File: src/rtl/lathe_panel_cmd.sv
// Operator-panel front end for the lathe PLC core: input conditioning,
// mode arbitration, start shaping and safety interlocks.

// One conditioned panel input: two-flop synchroniser followed by a
// counter debouncer that only accepts a change after it has been stable.
module lathe_panel_deb #(
  parameter int DEB_CYCLES = 500000,
  parameter int DEB_W      = 20,
  parameter bit RST_VAL    = 1'b0
) (
  input  logic clk,
  input  logic rst,
  input  logic raw,
  output logic stable
);

  logic [1:0]       sync;
  logic [DEB_W-1:0] cnt;

  // Two-stage synchroniser; the stage-2 output is the debouncer input.
  always_ff @(posedge clk) begin
    if (rst) sync <= {2{RST_VAL}};
    else     sync <= {sync[0], raw};
  end

  // Count consecutive disagreeing cycles; flip once the run is long enough.
  always_ff @(posedge clk) begin
    if (rst) begin
      cnt    <= '0;
      stable <= RST_VAL;
    end else if (sync[1] == stable) begin
      cnt <= '0;
    end else if (cnt == DEB_W'(DEB_CYCLES - 1)) begin
      cnt    <= '0;
      stable <= sync[1];
    end else begin
      cnt <= cnt + 1'b1;
    end
  end

endmodule

module lathe_panel_cmd #(
  parameter int DEB_CYCLES = 500000,
  parameter int DEB_W      = 20
) (
  input  logic clk,
  input  logic rst,
  input  logic btn_start_raw,
  input  logic btn_stop_raw,
  input  logic estop_n_raw,
  input  logic sw_auto_raw,
  input  logic sw_man_raw,
  input  logic run_fb,
  output logic start,
  output logic stop,
  output logic AUTO,
  output logic MAN,
  output logic estop_active,
  output logic sel_fault
);

  localparam int NUM_IN = 5;
  // Lane order: 0 start, 1 stop, 2 estop_n, 3 auto, 4 man.
  // E-stop contact idles closed, so its lane resets to 1.
  localparam logic [NUM_IN-1:0] RST_VALS = 5'b00100;

  typedef enum logic [1:0] {OFF, AUTO_M, MAN_M, ESTOP} state_t;

  logic [NUM_IN-1:0] raw_in;
  logic [NUM_IN-1:0] stb;
  logic start_s, stop_s, estop_n_s, auto_s, man_s;
  logic start_d, stop_d;
  logic start_rise, stop_rise;
  state_t state, state_n, req;
  logic start_n, stop_n;

  assign raw_in = {sw_man_raw, sw_auto_raw, estop_n_raw, btn_stop_raw, btn_start_raw};

  for (genvar i = 0; i < NUM_IN; i++) begin : g_deb
    lathe_panel_deb #(
      .DEB_CYCLES (DEB_CYCLES),
      .DEB_W      (DEB_W),
      .RST_VAL    (RST_VALS[i])
    ) u_deb (
      .clk    (clk),
      .rst    (rst),
      .raw    (raw_in[i]),
      .stable (stb[i])
    );
  end

  assign start_s   = stb[0];
  assign stop_s    = stb[1];
  assign estop_n_s = stb[2];
  assign auto_s    = stb[3];
  assign man_s     = stb[4];

  // Delayed copies of the debounced buttons for rising-edge detection.
  always_ff @(posedge clk) begin
    if (rst) begin
      start_d <= 1'b0;
      stop_d  <= 1'b0;
    end else begin
      start_d <= start_s;
      stop_d  <= stop_s;
    end
  end

  assign start_rise = start_s & ~start_d;
  assign stop_rise  = stop_s & ~stop_d;

  // Mode state register.
  always_ff @(posedge clk) begin
    if (rst) state <= OFF;
    else     state <= state_n;
  end

  // Mode arbitration and command shaping; E-stop wins over everything,
  // mode changes wait for the spindle cycle to finish, stop masks start.
  always_comb begin
    req = OFF;
    if (auto_s && !man_s)      req = AUTO_M;
    else if (man_s && !auto_s) req = MAN_M;

    state_n = state;
    if (!estop_n_s)           state_n = ESTOP;
    else if (state == ESTOP) begin
      if (stop_rise)          state_n = OFF;
    end else if (!run_fb)     state_n = req;

    stop_n  = stop_s | (state == ESTOP);
    start_n = 1'b0;
    case (state)
      AUTO_M:  start_n = start_rise;
      MAN_M:   start_n = start_s;
      default: start_n = 1'b0;
    endcase
    if (stop_n) start_n = 1'b0;
  end

  // Registered command outputs.
  always_ff @(posedge clk) begin
    if (rst) begin
      start        <= 1'b0;
      stop         <= 1'b0;
      AUTO         <= 1'b0;
      MAN          <= 1'b0;
      estop_active <= 1'b0;
      sel_fault    <= 1'b0;
    end else begin
      start        <= start_n;
      stop         <= stop_n;
      AUTO         <= (state == AUTO_M);
      MAN          <= (state == MAN_M);
      estop_active <= (state == ESTOP);
      sel_fault    <= auto_s & man_s;
    end
  end

endmodule

File: config.mk
export PLATFORM = sky130hd
export DESIGN_NAME = lathe_panel_cmd
export DESIGN_NICKNAME = d
export VERILOG_FILES = /design/src/rtl/lathe_panel_cmd.sv
export SDC_FILE = /design/constraint.sdc
export NUM_CORES = 1
export LEC_CHECK = 0
export CAP_MARGIN = 20
export CORE_UTILIZATION = 45
export DETAILED_ROUTE_END_ITERATION = 8
export GPL_TIMING_DRIVEN = 0
export PLACE_DENSITY = 0.62
export RECOVER_POWER = 25
export SLEW_MARGIN = 20
export SYNTH_ARGS = -nofsm -noshare
export SYNTH_HDL_FRONTEND = slang
export SYNTH_SLANG_ARGS = --single-unit
File: constraint.sdc
create_clock -name clk -period 5.75 [get_ports clk]
set_input_delay 1.15 -clock clk [delete_from_list [all_inputs] [get_ports clk]]
set_output_delay 1.15 -clock clk [all_outputs]
set_load 0.01 [all_outputs]
==> results.txt, run 1 <==
status - finished, violations left
failing checks - design-rule violations
CTS buffer count - 17
final setup violation count - 0
most common cell in the netlist - dfxtp_1
Yosys reg bits - 125
sequential fraction of the synthesis area - 46.5%
Final Max Slew Viols - 0
most frequent cells after synthesis - dfxtp_1 (125), nor2_1 (85), xnor2_1 (41), nand3_1 (32)
Layout Nets - 656
Detail Route Antenna Nets - 0
Port-buffer cells - 13
number of global-route vias before repair - 3982
Post-DP Area - 5700 um2
Yosys cell types - 47
post_cts resized - 0
initial drt markers - 185
period utilization - 46.6%
leak pwr - 1.96 nW
Vias - 4238
Worst Path Arrival - 2960 ps
Final Hold Fails - 0
Final TNS setup - 0 ps
pre-CTS setup slack - 2710 ps
Post-Synthesis Cells - 608
num rows - 39
Post-synth top flop - dfxtp_1
Worst-path clk slew - 60 ps
setup slack after layout - 3070 ps
post-CTS setup buffers - 0
fillcell total - 1077
largest area contributor in the netlist - dfxtp_1
Syn-to-layout area delta - 17.4%
HPWL Detailed - 7030 um
Die Span X - 111 um
critical path class - input pin to flip-flop
Worst Skew - 5.99 ps
hold buffers post-CTS - 0
Fmax - 373 MHz
drt drc - 4
clock buffer depth - 2
Rel. slew slack - 49.0%
Final Wtd Congestion - 0.807
placeable core area - 11600 um2
starting density of the core - 46.6%
share of cells above drive strength 1 - 7.20%
drt pass-1 iters - 7
CTS tree - yes
Ports - 14
die area - 12400 um2
antenna cell count - 0
global-route wire length before repair - 17900 um
max cap viols - 0
areal power density over the cells - 327 nW/um2
ys async rst share - 0%
Yosys top cell area share - 46.5%
Clock Latency Late Sink - 410 ps
cell area after synthesis - 5390 um2
Post-synth EDFFs - 0
crit-path max FO - 10
htree depth - 4
Hold Crit Class - flip-flop to flip-flop
top post-synthesis cells by area - dfxtp_1 (46%), xnor2_1 (6.7%), nor2_1 (5.9%)
Sink Count - 125
Worst setup EP type - flip-flop
path depth of the worst reg2reg path - 6
startpoint types - input pin
Mean Syn Cell Area - 8.86 um2
Design Area, Final - 6330 um2
Syn Nets - 624
Synth warnings - 0
gr ovfl total - 0
hold-critical path depth - 1
gr usage total - 17.8%
DRT Wirelength - 10200 um
Worst-Margin Slew - 763 ps
Vias/cell - 5.32
die height - 111 um
initial antenna violation count - 0
per-cell routed wire length - 12.8 um
Critical Path RT - 6030 ps
fin crit period - 2680 ps
largest net degree at the start of global routing - 17
RSZ-0062 raised after global routing - no
Root Driver - clkbuf_16
Max VDD drop - 0.188 mV
final timing paths:
kind	startpoint	to	slack (ps)
worst min register to register	g_deb[2].u_deb.sync[0]	g_deb[2].u_deb.sync[1]	410
worst max register to register	g_deb[3].u_deb.cnt[0]	g_deb[3].u_deb.cnt[8]	3170
worst min-delay path	g_deb[2].u_deb.sync[0]	g_deb[2].u_deb.sync[1]	410
worst max-delay path	rst	g_deb[1].u_deb.cnt[5]	3070
layer usage:
metal / wire length [um] / share of wire (%) / up-vias / track usage (%)
met1: 4990 / 49 / 1965 / 21.8
met5: 0 / 0 / - / 0
li1: - / - / 2219 / -
met4: 67 / 0.66 / 0 / 6.85
met2: 4840 / 47 / 48 / 29.1
met3: 313 / 3.1 / 6 / 5.82
flip-flops by register name, summed over array words and instances, names as in the netlist:
| name | cells |
|---|---|
| g_deb.u_deb.cnt | 100 |
| g_deb.u_deb.sync | 10 |
| g_deb.u_deb.stable | 5 |
| state | 2 |
| AUTO | 1 |
| MAN | 1 |
| estop_active | 1 |
| sel_fault | 1 |
| start | 1 |
| start_d | 1 |
| stop | 1 |
| stop_d | 1 |
cells in the final DEF, fill, tap and decap left out, types with 9 or more instances in the layout:
cell,instances
dfxtp_1,125
nor2_1,85
xnor2_1,41
nand3_1,32
inv_1,30
nand4_1,30
xor2_1,28
a21oi_1,28
nand2_1,27
o21ai_0,21
or3_1,18
or4_1,17
nor3_1,17
clkbuf_16,17
clkbuf_1,14
nor2b_1,14
clkdlybuf4s50_1,12
nor4_1,10
o31ai_1,9
logic make-up after synthesis:
| group | synth area share (%) |
|---|---|
| and+or+nand+nor | 28.5 |
| DFF | 46.5 |
| AOI/OAI and AO/OA | 8.41 |
| xor gates and xnor gates | 11.2 |
| buffers and inverters | 3.55 |
| adders and majority gates | 1.86 |
critical path: stages:
cell and delay [ps]:
dlygate4sd3_1 600, inv_1 170, nand2_1 150, o21bai_1 340, clkbuf_1 440, nor2_1 100
through the flow:
stage	total power [mW]	util (%)	hold slack, ps	instances
floorplan	0.910	-	389	608
global placement	0.921	49.2	397	764
detailed placement	0.922	49.2	403	764
CTS	2.09	54.9	413	796
global route	2.13	54.7	435	796
finish	2.07	54.7	411	796
power breakdown:
group	leakage [nW]	switching (mW)	internal [mW]
Combinational	0.636	0.0147	0.0118
Clock	0.313	0.374	0.790
Sequential	1.01	0.00318	0.872
Total	1.96	0.392	1.67
layout make-up:
cell class / instances / area [um2] / share of cell area [%]
Inverter: 30 / 113 / 1.78
Tap cell: 143 / 179 / 2.83
Timing Repair Buffer: 13 / 130 / 2.06
Sequential cell: 125 / 2500 / 39.6
Clock buffer: 21 / 460 / 7.28
Multi-Input combinational cell: 436 / 2670 / 42.3
Clock inverter: 11 / 189 / 2.99
Buffer: 17 / 78.8 / 1.25
Power figures use the tool's default switching activity.
==> run 2, diff against run 1 <==
--- a/config.mk
+++ b/config.mk
@@ -9,7 +9,7 @@
 export CORE_UTILIZATION = 45
 export DETAILED_ROUTE_END_ITERATION = 8
 export GPL_TIMING_DRIVEN = 0
-export PLACE_DENSITY = 0.62
+export PLACE_DENSITY = 0.64
 export RECOVER_POWER = 25
 export SLEW_MARGIN = 20
 export SYNTH_ARGS = -nofsm -noshare
==> constraint.sdc (replaced) <==
create_clock -name clk -period 2.2 [get_ports clk]
set_input_delay 0.44 -clock clk [delete_from_list [all_inputs] [get_ports clk]]
set_output_delay 0.44 -clock clk [all_outputs]
set_load 0.01 [all_outputs]
==> run 2 against run 1 <==
  * The run still ends with design-rule violations left
  * Via count up 1.0%
  * Total power grew 150%
  * Final cell count decreased by 0.25%
  * Largest power group unchanged
  * Global-route usage increased by 0.30 points
  * Combinational power grew to 2.7 times the previous value
  * Clock power grew 140%
  * Sequential power increased to 2.6 times the previous value
  * Sequential share of layout area about the same
  * Non-clock buffer count unchanged
  * Core utilization down 0.065 points
  * Design area shrank 0.12%
  * Routed wire length shrank 0.80%
==> results.txt, run 2 (synthesized netlist as in run 1, its figures left out) <==
status - finished, violations left
failing checks - design-rule violations
CTS buffer count - 17 (unchanged)
number of global-route vias before repair - 4094 (+2.8%)
Crit. Startpoint - g_deb[3].u_deb.cnt[5]
fillcell total - 1037 (-3.7%)
commonest non-fill, non-tap cell in the layout - dfxtp_1
reg-to-reg slack, setup - 100 ps (-3070 ps)
Rel. slew slack - 59.7% (+11 points)
share of cells above drive strength 1 - 8.60% (+1.4 points)
initial drt markers - 173 (-6.5%)
hold endpoint - g_deb[2].u_deb.sync[1]
die area - 12400 um2 (unchanged)
Fmax - 476 MHz
final setup violation count - 0 (unchanged)
Syn-to-layout area delta - 17.3%
max cap viols - 0 (unchanged)
CTS tree - yes
Worst-Margin Slew - 599 ps (-165 ps)
Final Util - 54.6% (-0.065 points)
RSZ-0062 raised after global routing - no
gr usage total - 18.1% (+0.30 points)
Final Max Slew Viols - 0 (unchanged)
drt drc - 2 (-2)
Final Wtd Congestion - 0.866 (+7.3%)
leak pwr - 1.97 nW (+0.44%)
global-route wire length before repair - 18100 um (+1.3%)
Sink Count - 125 (unchanged)
starting density of the core - 46.6% (unchanged)
initial antenna violation count - 0 (unchanged)
crit-path max FO - 10 (unchanged)
Final Hold Fails - 0 (unchanged)
num rows - 39 (unchanged)
drt pass-1 iters - 7 (unchanged)
per-cell routed wire length - 12.8 um (-0.55%)
areal power density over the cells - 813 nW/um2 (+150%)
Worst R2R End - g_deb[3].u_deb.cnt[16]
fin crit period - 2100 ps
Detail Route Antenna Nets - 0 (unchanged)
pre-CTS setup slack - -127 ps (-2840 ps)
path depth of the worst reg2reg path - 5 (-1)
antenna cell count - 0 (unchanged)
die height - 111 um (unchanged)
hold path start - g_deb[2].u_deb.sync[0]
Root Driver - clkbuf_16
Biggest register - g_deb.u_deb.cnt
max FFs per register - 100 (unchanged)
startpoint types - flip-flop
Worst Skew - 6.00 ps (+0.00433 ps)
period utilization - 95.4%
biggest regs - g_deb.u_deb.cnt: 100 flops, g_deb.u_deb.sync: 10 flops, g_deb.u_deb.stable: 5 flops
DRT Wirelength - 10100 um (-0.80%)
Multi-input gate area - 2710 um2 (+1.5%)
htree depth - 4 (unchanged)
FF+latch area - 2500 um2 (unchanged)
Vias - 4281 (+1.0%)
placeable core area - 11600 um2 (unchanged)
gr ovfl total - 0 (unchanged)
power after layout - 5.13 mW (+150%)
Hold Crit Class - flip-flop to flip-flop
Ports - 14 (unchanged)
Port-buffer cells - 13 (unchanged)
Worst-path clk slew - 50 ps (about the same)
hold buffers post-CTS - 0 (unchanged)
Vias/cell - 5.39 (+1.3%)
Max VDD drop - 0.549 mV (+190%)
critical path class - flip-flop to flip-flop
HPWL Detailed - 6980 um (-0.67%)
setup slack after layout - 101 ps (-2970 ps)
most frequent cells in the layout - dfxtp_1 (125), nor2_1 (85), xnor2_1 (41)
clock buffer depth - 2 (unchanged)
reg2reg start - g_deb[3].u_deb.cnt[5]
Worst setup EP type - flip-flop
Die Span X - 111 um (unchanged)
Critical Path RT - 2500 ps (-3530 ps)
largest net degree at the start of global routing - 17 (unchanged)
Clock Latency Late Sink - 410 ps (about the same)
Worst Path Arrival - 2400 ps (-560 ps)
Layout Nets - 656 (unchanged)
hold-critical path depth - 1 (unchanged)
[run 2: routing by layer]
metal	wire [um]	global-route usage [%]	part of all wire (%)
met1	4930	22.2	49
met2	4680	29.2	46
met3	343	5.93	3.4
met4	172	7.75	1.7
met5	0	0	0
[run 2: critical path, cell delays in order, from the launching register on]
cell      delay, ps
dfxtp_1         360
or4b_1          530
or4_4           580
o21bai_4        270
buf_6           190
nor2_1           60
[run 2: layout make-up]
class                   instances  area share, %
plain buffers                  15           1.19
clock buffers                  23           7.56
inverters                      30           1.78
multi-input cells             436           43.0
repair buffers                 15           2.30
flip-flops and latches        125           39.6
clock inverters                 7           1.78
well taps                     143           2.83
[run 2: through the flow]
| stage | setup TNS (ps) | instance area, um2 | cells | hold WS, ps |
|---|---|---|---|---|
| detailed placement | -1110 | 5700 | 764 | 395 |
| CTS | 0 | 6310 | 796 | 408 |
| floorplan | 0 | 5390 | 608 | 389 |
| finish | 0 | 6320 | 794 | 406 |
| global route | 0 | 6320 | 794 | 420 |
| global placement | -699 | 5700 | 764 | 393 |
[run 2: where the power goes]
| group | switching (mW) | internal (mW) |
|---|---|---|
| logic | 0.0385 | 0.0324 |
| registers | 0.00839 | 2.28 |
| clock network | 0.924 | 1.85 |
| total | 0.971 | 4.16 |
[run 2: worst max-delay path by stage]
stage	end	slack, ps	cells past startpoint
4_1_cts	g_deb[1].u_deb.cnt[18]	0.4	6
6_report	g_deb[3].u_deb.cnt[16]	100	5
2_1_floorplan	g_deb[1].u_deb.cnt[18]	240	6
3_3_place_gp	g_deb[1].u_deb.cnt[3]	-80	6
5_1_grt	g_deb[3].u_deb.cnt[14]	0.5	5
3_5_place_dp	g_deb[1].u_deb.cnt[3]	-130	6
[run 2: repair_timing]
item | CTS | global route
endpoints found under the setup margin | 25 | 38
pin swaps | 1 | 0
gates resized for setup | 2 | 8
buffers inserted | 2 | 0
==> run 3, diff against run 2 <==
--- a/config.mk
+++ b/config.mk
@@ -5,11 +5,13 @@
 export SDC_FILE = /design/constraint.sdc
 export NUM_CORES = 1
 export LEC_CHECK = 0
+export ABC_AREA = 1
 export CAP_MARGIN = 20
+export CORE_MARGIN = 5
 export CORE_UTILIZATION = 45
 export DETAILED_ROUTE_END_ITERATION = 8
 export GPL_TIMING_DRIVEN = 0
-export PLACE_DENSITY = 0.64
+export PLACE_DENSITY = 0.62
 export RECOVER_POWER = 25
 export SLEW_MARGIN = 20
 export SYNTH_ARGS = -nofsm -noshare
==> constraint.sdc (replaced) <==
create_clock -name clk -period 2.1 [get_ports clk]
set_input_delay 0.42 -clock clk [delete_from_list [all_inputs] [get_ports clk]]
set_output_delay 0.42 -clock clk [all_outputs]
set_load 0.01 [all_outputs]
==> run 3 against run 2 <==
  * The run now ends clean
  * Sequential share of layout area down 4.9 points
  * Clock-buffer cell count shrank 2
  * Non-clock buffer count is 10 lower
  * Global-route usage shrank 0.79 points
  * First-iteration DRC count up 48%
  * Total power up 1.7%
  * Clock power about the same
  * Routed wire length increased by 29%
  * Combinational power grew 22%
==> results.txt, run 3 <==
Mean Syn Cell Area - 6.62 um2 (-25%)
setup slack after layout - 276 ps (+175 ps)
pre-CTS setup slack - 72.9 ps (+200 ps)
Critical Path RT - 2440 ps (-60 ps)
startpoint types - input pin
commonest non-fill, non-tap cell in the layout - nand2_1
HPWL Detailed - 9760 um (+40%)
drt drc - 0 (-2)
Root Driver - clkbuf_16
htree depth - 4 (unchanged)
Final Hold Fails - 0 (unchanged)
post_cts resized - 0 (-2)
period utilization - 86.9%
Syn Nets - 967 (+55%)
most frequent cells after synthesis - nand2_1 (234), nor2_1 (232), dfxtp_1 (125), inv_1 (121), nand3_1 (59)
hold-critical path depth - 2 (+1)
Ports - 14 (unchanged)
CP max stage delay - 620 ps (+40 ps)
drt pass-1 iters - 7 (unchanged)
Synth Area in Simple Gates - 39.2% (+11 points)
num rows - 43 (+10%)
worst hold slack - 394 ps (-12.8 ps)
per-cell routed wire length - 11.1 um (-13%)
initial antenna violation count - 0 (unchanged)
largest area contributor in the netlist - dfxtp_1
CTS tree - yes
hold path start - g_deb[3].u_deb.sync[0]
Synth warnings - 0 (unchanged)
max FFs per register - 100 (unchanged)
Layout Nets - 999 (+52%)
ys async rst share - 0% (unchanged)
Crit path max-delay family - buffers and inverters
slowest CP cell - dlygate4sd3_1
max cap viols - 0 (unchanged)
hold endpoint - g_deb[3].u_deb.sync[1]
cell area after synthesis - 6300 um2 (+17%)
Clock Latency Late Sink - 410 ps (about the same)
clock buffer depth - 2 (unchanged)
Post-synth EDFFs - 0 (unchanged)
Worst Skew - 9.41 ps (+3.41 ps)
top post-synthesis cells by area - dfxtp_1 (40%), nand2_1 (14%), nor2_1 (14%)
Post-Synth Adder-Cell Area - 1.59% (-0.27 points)
Vias - 5486 (+28%)
Final Wtd Congestion - 0.861 (-0.55%)
Port-buffer cells - 13 (unchanged)
Worst Path Arrival - 2170 ps (-230 ps)
biggest regs - g_deb.u_deb.cnt: 100 flops, g_deb.u_deb.sync: 10 flops, g_deb.u_deb.stable: 5 flops
initial drt markers - 256 (+48%)
die area - 16500 um2 (+33%)
Worst R2R End - g_deb[4].u_deb.cnt[14]
Yosys cell types - 34 (-28%)
areal power density over the cells - 725 nW/um2 (-11%)
XOR/XNOR Fraction of Synth Area - 5.98% (-5.2 points)
antenna cell count - 0 (unchanged)
Detail Route Antenna Nets - 0 (unchanged)
path depth of the worst reg2reg path - 6 (+1)
Synth Area in Compound Gates - 5.08% (-3.3 points)
sequential fraction of the synthesis area - 39.7% (-6.7 points)
reg2reg start - g_deb[4].u_deb.cnt[0]
Final TNS setup - 0 ps (unchanged)
most frequent cells in the layout - nand2_1 (235), nor2_1 (232), dfxtp_1 (125)
Syn-to-layout area delta - 14.3%
final setup violation count - 0 (unchanged)
status - finished, final reports clean
number of global-route vias before repair - 5255 (+28%)
Fmax - 548 MHz
Yosys reg bits - 125 (unchanged)
largest net degree at the start of global routing - 17 (unchanged)
CP cell instances - dlygate4sd3_1, inv_2, o21ai_0, a21oi_1, nand2_2, buf_6, nor2_1
leak pwr - 2.43 nW (+24%)
gr usage total - 17.3% (-0.79 points)
RSZ-0062 raised after global routing - no
Post-synth top flop - dfxtp_1
starting density of the core - 45.6% (-1.0 points)
Yosys top cell area share - 39.7% (-6.7 points)
Worst-path clk slew - 50 ps (about the same)
Hold Crit Class - flip-flop to flip-flop
fin crit period - 1820 ps
Final Max Slew Viols - 0 (unchanged)
gr ovfl total - 0 (unchanged)
CTS buffer count - 17 (unchanged)
reg-to-reg slack, setup - 410 ps (+310 ps)
critical path class - input pin to flip-flop
hold buffers post-CTS - 0 (unchanged)
die height - 128 um (+15%)
Vias/cell - 4.66 (-13%)
Max VDD drop - 0.525 mV (-4.3%)
most common cell in the netlist - nand2_1
global-route wire length before repair - 23200 um (+28%)
worst path bufs/invs - 3 (+2)
crit-path max FO - 10 (unchanged)
post-CTS setup buffers - 0 (-2)
mux cell area share after synthesis - 0% (unchanged)
Worst setup EP type - flip-flop
Sink Count - 125 (unchanged)
share of cells above drive strength 1 - 6.53% (-2.1 points)
DRT Wirelength - 13100 um (+29%)
Post-Synthesis Cells - 951 (+56%)
placeable core area - 13800 um2 (+20%)
Worst-Margin Slew - 461 ps (-138 ps)
Rel. slew slack - 69.0% (+9.3 points)
Biggest register - g_deb.u_deb.cnt
largest family of logic cells by synthesized area - simple AND/OR/NAND/NOR gates
Die Span X - 128 um (+15%)
## run 3: cell count changes after synthesis, moves of 11 or more
cell and delta:
or4_1 -16, nand4_1 -11, nor2_2 +12, or3_1 -18, nand3_1 +27, nor2_1 +147, inv_1 +91, nor3_1 -11
nand2_1 +207, xnor2_1 -25, clkbuf_1 -12, nor2b_1 -14
## run 3: cell families after synthesis
kind of cell,count (synthesis)
AO/OA/AOI/OAI,56
flip-flops,125
XOR/XNOR,43
AND/OR/NAND/NOR,589
adder cells (fa/ha/maj),8
buffers and inverters,130
## run 3: metal layers
metal	global-route usage [%]	wire (um)	vias to the layer above
li1	-	-	3003
met4	6.49	204	0
met2	27.7	5970	64
met5	0	0	-
met1	22.4	6470	2400
met3	4.54	434	19
## run 3: report_power, final
part           internal, mW  switching [mW]
clock network          1.68            1.06
logic                0.0369          0.0499
registers              2.39         0.00884
total                  4.10            1.12
## run 3: final cells by class
type                       instances  area [um2]
clock inverter                    11        93.8
multi-input combinational        696        3260
fill                            1406        6630
timing repair buffer              13         130
sequential                       125        2500
buffer                             7        68.8
clock buffer                      21         460
inverter                         123         462
tap                              180         225
## run 3: worst max-delay path by stage
stage	from	endpoint	slack [ps]	cells past startpoint
final	rst	g_deb[1].u_deb.cnt[18]	280	7
after floorplan	g_deb[3].u_deb.cnt[0]	g_deb[3].u_deb.cnt[4]	640	9
after global placement	rst	g_deb[1].u_deb.cnt[15]	80	7
after detailed placement	rst	g_deb[1].u_deb.cnt[15]	70	7
after CTS	estop_active	estop_active	320	1
after global routing	rst	g_deb[1].u_deb.cnt[15]	170	7
## run 3: worst register-to-register path, cell delays in order, from the launching register on
cell	delay [ps]
dfxtp_1	400
ha_1	300
nand3_1	160
nor2_1	200
nand3_1	150
or2_2	300
a21oi_1	120
## run 3: through the flow
step	power [mW]	std cells	util [%]	instance area [um2]
after detailed placement	2.54	1144	48.1	6660
final	5.22	1176	52.1	7200
after global placement	2.54	1144	48.1	6660
after global routing	5.42	1176	52.1	7200
after floorplan	2.50	951	-	6300
after CTS	5.28	1176	52.1	7210
==> variant 1, RTL diff (config.mk and constraints of run 3) <==
`DEB_W` is set to 20 in 2 places; all go to 40.
--- a/src/rtl/lathe_panel_cmd.sv
+++ b/src/rtl/lathe_panel_cmd.sv
@@ -5,7 +5,7 @@
 // counter debouncer that only accepts a change after it has been stable.
 module lathe_panel_deb #(
   parameter int DEB_CYCLES = 500000,
-  parameter int DEB_W      = 20,
+  parameter int DEB_W      = 40,
   parameter bit RST_VAL    = 1'b0
 ) (
   input  logic clk,
@@ -42,7 +42,7 @@
 
 module lathe_panel_cmd #(
   parameter int DEB_CYCLES = 500000,
-  parameter int DEB_W      = 20
+  parameter int DEB_W      = 40
 ) (
   input  logic clk,
   input  logic rst,
Formal check against the unedited RTL: same outputs for any inputs over 10 cycles, from zero or initial values and one cycle with rst high; that may be too few to reach the edited logic, so the function may still have changed.
==> variant 1 against run 3 <==
Sequential cell count grew 100. Synthesized area grew 93%. Sequential share of layout area shrank 1.6 points. Wire length grew 140%. Synthesized cell count grew 100%. Design area grew 89%. Worst hold slack is essentially flat. Via count grew 110%. Combinational power grew 23%. Register-to-register slack lost 220 ps. Die area grew 85%. Total power grew 71%. Sequential power grew 79%. Setup slack lost 120 ps. Largest cell class unchanged. Highest routed layer unchanged.
==> variant 1: results (changes against run 3) <==
| Metric | Value |
|---|---|
| HPWL after DPL | `24.3 mm (+150%)` |
| Sequential area share after synthesis | `0.370 (-0.0267)` |
| Yosys cell types | `30 (-12%)` |
| Sequential Power Share | `0.482 (+0.023)` |
| Peak supply drop | `559 µV (+6.5%)` |
| Antenna violations before repair | `1 (+1)` |
| Layout cells sized above 1 | `0.0634 (-0.00185)` |
| M1 GR Usage | `0.293 (+0.0687)` |
| First DRT Iteration DRCs | `732 (+190%)` |
| Area after DPL | `12700 µm² (+91%)` |
| Drt total wl | `31.3 mm (+140%)` |
| Met1 WL | `15.5 mm (+140%)` |
| Status | `finished clean` |
| TritonCTS Buffers | `27 (+10)` |
| Cells after DPL | `2279 (+99%)` |
| GRT met2 Usage | `0.333 (+0.0555)` |
| Critical Path Fanout Max | `1 (-9)` |
| Vias | `11700 (+110%)` |
| Post-Synth XOR/XNOR Area | `0.0562 (-0.00359)` |
| H-tree depth | `1 (-3)` |
| Met3 Usage GRT | `0.0276 (-0.0178)` |
| Clock share of power | `0.506 (-0.018)` |
| Skew final | `16.4 ps (+6.95 ps)` |
| Switching Fraction | `0.214 (-0.000671)` |
| DR vias/cell | `5.04 (+8.0%)` |
| Syn nets | `1941 (+100%)` |
| Tot Pwr | `8.92 mW (+71%)` |
| Worst Reg-to-Reg Cells | `9 (+3)` |
| LEAKAGE | `4.07 nW (+68%)` |
==> variant 1: changes by cell type after synthesis, sizes merged, moves of 18 or more <==
| cell | delta |
|---|---|
| or2 | +21 |
| xor2 | +20 |
| inv | +37 |
| a21oi | +67 |
| nand3 | +39 |
| nand4 | +28 |
| dfxtp | +100 |
| nor2 | +278 |
| nand2 | +327 |
| nand3b | +18 |
==> variant 1: worst paths after layout <==
path / end / startpoint / slack, ps
worst min register to register: g_deb[4].u_deb.sync[1] / g_deb[4].u_deb.sync[0] / 390
worst max-delay path: AUTO / AUTO / 160
worst min-delay path: g_deb[4].u_deb.sync[1] / g_deb[4].u_deb.sync[0] / 390
worst max register to register: g_deb[4].u_deb.cnt[27] / g_deb[4].u_deb.cnt[0] / 190
==> variant 1: area by class of cell <==
type                            instances  area (µm²)
Fill cell                            2773       13200
Multi-Input combinational cell       1517        6930
Sequential cell                       225        4510
Clock buffer                           38         777
Inverter                              160         601
Tap cell                              341         427
Buffer                                 23         141
Timing Repair Buffer                   13         130
Clock inverter                         11        87.6
==> variant 2, RTL diff (settings of run 3) <==
Made on the original files. Register the inputs `btn_start_raw`, `btn_stop_raw`, `estop_n_raw`, `sw_auto_raw`, `sw_man_raw` and `run_fb` before use, cleared by the reset. The logic sees them one clock later.
--- a/src/rtl/lathe_panel_cmd.sv
+++ b/src/rtl/lathe_panel_cmd.sv
@@ -67,6 +67,31 @@
 
   typedef enum logic [1:0] {OFF, AUTO_M, MAN_M, ESTOP} state_t;
 
+  logic btn_start_raw_q;
+  logic btn_stop_raw_q;
+  logic estop_n_raw_q;
+  logic sw_auto_raw_q;
+  logic sw_man_raw_q;
+  logic run_fb_q;
+
+  always_ff @(posedge clk) begin
+    if (rst) begin
+      btn_start_raw_q <= '0;
+      btn_stop_raw_q  <= '0;
+      estop_n_raw_q   <= '0;
+      sw_auto_raw_q   <= '0;
+      sw_man_raw_q    <= '0;
+      run_fb_q        <= '0;
+    end else begin
+      btn_start_raw_q <= btn_start_raw;
+      btn_stop_raw_q  <= btn_stop_raw;
+      estop_n_raw_q   <= estop_n_raw;
+      sw_auto_raw_q   <= sw_auto_raw;
+      sw_man_raw_q    <= sw_man_raw;
+      run_fb_q        <= run_fb;
+    end
+  end
+
   logic [NUM_IN-1:0] raw_in;
   logic [NUM_IN-1:0] stb;
   logic start_s, stop_s, estop_n_s, auto_s, man_s;
@@ -75,7 +100,7 @@
   state_t state, state_n, req;
   logic start_n, stop_n;
 
-  assign raw_in = {sw_man_raw, sw_auto_raw, estop_n_raw, btn_stop_raw, btn_start_raw};
+  assign raw_in = {sw_man_raw_q, sw_auto_raw_q, estop_n_raw_q, btn_stop_raw_q, btn_start_raw_q};
 
   for (genvar i = 0; i < NUM_IN; i++) begin : g_deb
     lathe_panel_deb #(
@@ -127,7 +152,7 @@
     if (!estop_n_s)           state_n = ESTOP;
     else if (state == ESTOP) begin
       if (stop_rise)          state_n = OFF;
-    end else if (!run_fb)     state_n = req;
+    end else if (!run_fb_q)     state_n = req;
 
     stop_n  = stop_s | (state == ESTOP);
     start_n = 1'b0;
Behaviour: no difference found for any inputs over 10 cycles, from zero or initial values and one cycle with rst high; that may be too few to reach the edited logic, so the function may still have changed.
==> variant 2 against run 3 <==
Setup slack better by 50 ps. Wire length is 3.6% lower. Register-to-register slack worse by 80 ps. Global-route usage is 0.90 points lower. Die area is 0.98% higher. Worst hold slack better by 7.0 ps. Cell count is 0.68% lower. Total power is 5.2% higher. Synthesized area is 1.1% higher. Sequential cell count is 6 higher. Design area is 1.2% higher. First-iteration DRC count is 4.7% lower.
==> variant 2: results (changes against run 3) <==
| Metric | Value |
|---|---|
| LEAKAGE | `2.51 nW (+3.1%)` |
| Synth top cells by count | `232 x nand2_1, 215 x nor2_1, 131 x dfxtp_1` |
| TritonCTS Buffers | `17 (unchanged)` |
| Status | `finished clean` |
| Syn nets | `960 (-0.72%)` |
| Slowest stage cell, crit path | `nand2_1` |
| DR vias/cell | `4.63 (-0.86%)` |
| Number of global-route vias before repair | `5052 (-3.9%)` |
| First-pass GRT wire length | `22.3 mm (-3.7%)` |
| Root Driver | `clkbuf_16` |
| Drt total wl | `12.6 mm (-3.6%)` |
| All-Layer GR Usage | `0.164 (-0.00901)` |
| Peak supply drop | `631 µV (+20%)` |
| Nets | `991 (-0.80%)` |
| Sequential area share after synthesis | `0.412 (+0.0146)` |
| Yosys cell types | `31 (-8.8%)` |
| Port bufs | `12 (-1)` |
| Area after DPL | `6710 µm² (+0.86%)` |
| Skew final | `7.52 ps (-1.89 ps)` |
| Top cells by area, synth | `dfxtp_1 41%, nand2_1 14%, nor2_1 13%, inv_1 7.7%, nand3_1 4.1%` |
| HPWL after DPL | `9.19 mm (-5.8%)` |
| Largest stage delay on the critical path | `370 ps (-250 ps)` |
| Synth Flop Type | `dfxtp_1` |
| Setup TNS | `0 ps (unchanged)` |
| WP data arrival | `2080 ps (-90 ps)` |
| DRT Pass-1 Iters | `4 (-3)` |
| First DRT Iteration DRCs | `244 (-4.7%)` |
| Layout cells sized above 1 | `0.0719 (+0.00660)` |
## variant 2: cell types whose count changed in the layout (fill, tap and decap cells not counted), moves of 3 or more
cell and delta:
nor3_1 +8, nor2_1 -17, nand3_1 -6, a21oi_1 +3, dfxtp_1 +6, nor2_2 +3
xnor2_1 -5, inv_6 +3, or2_2 -3, inv_1 +9
## variant 2: per-layer routing
| layer | share of wire | vias to the layer above | GRT usage | wire, µm |
|---|---|---|---|---|
| met4 | 0.013 | 0 | 0.0513 | 170 |
| met1 | 0.51 | 2356 | 0.216 | 6420 |
| met5 | 0 | - | 0 | 0 |
| met2 | 0.45 | 51 | 0.263 | 5660 |
| met3 | 0.029 | 14 | 0.0440 | 367 |
| li1 | - | 2981 | - | - |
## variant 2: through the flow
step / hold WS (ps) / setup slack (ps) / instances / util
2_1_floorplan: 388 / 666 / 944 / -
3_3_place_gp: 394 / 409 / 1136 / 0.484
3_5_place_dp: 393 / 377 / 1136 / 0.484
4_1_cts: 333 / 360 / 1168 / 0.526
5_1_grt: 420 / 194 / 1168 / 0.525
6_report: 401 / 326 / 1168 / 0.525
## variant 2: worst paths after layout
kind	from	end	slack (ps)	cells after the start
setup / recovery	g_deb[4].u_deb.cnt[0]	g_deb[4].u_deb.cnt[12]	330	7
hold / removal	btn_start_raw_q	g_deb[0].u_deb.sync[0]	400	2
setup reg to reg	g_deb[4].u_deb.cnt[0]	g_deb[4].u_deb.cnt[12]	330	7
hold reg to reg	btn_start_raw_q	g_deb[0].u_deb.sync[0]	400	2
## variant 2: layout make-up
class / count / area (µm²)
fill: 1411 / 6590
multi-input combinational: 671 / 3150
sequential: 131 / 2620
inverter: 132 / 495
clock buffer: 17 / 425
tap: 180 / 225
clock inverter: 15 / 158
timing repair buffer: 12 / 120
buffer: 10 / 91.3
## variant 2: worst max-delay path, delay by kind of cell, from the launching register on
| kind | cells | cell delay [ps] |
|---|---|---|
| adders and majority gates | 1 | 190 |
| DFF | 1 | 350 |
| and+or+nand+nor | 5 | 920 |
| buffers and inverters | 1 | 210 |
## variant 2: kinds of logic after synthesis
kind of cell	synth area share
adders and majority gates	0.0157
DFF	0.412
AOI/OAI and AO/OA	0.0568
and+or+nand+nor	0.374
xor gates and xnor gates	0.0495
buffers and inverters	0.0924
## variant 2: power by group
part / switching [mW] / internal [mW] / leakage [nW] / total [mW]
logic: 0.0471 / 0.0358 / 1.17 / 0.0829
clock network: 1.14 / 1.75 / 0.276 / 2.90
registers: 0.00851 / 2.50 / 1.06 / 2.51
total: 1.20 / 4.29 / 2.51 / 5.49
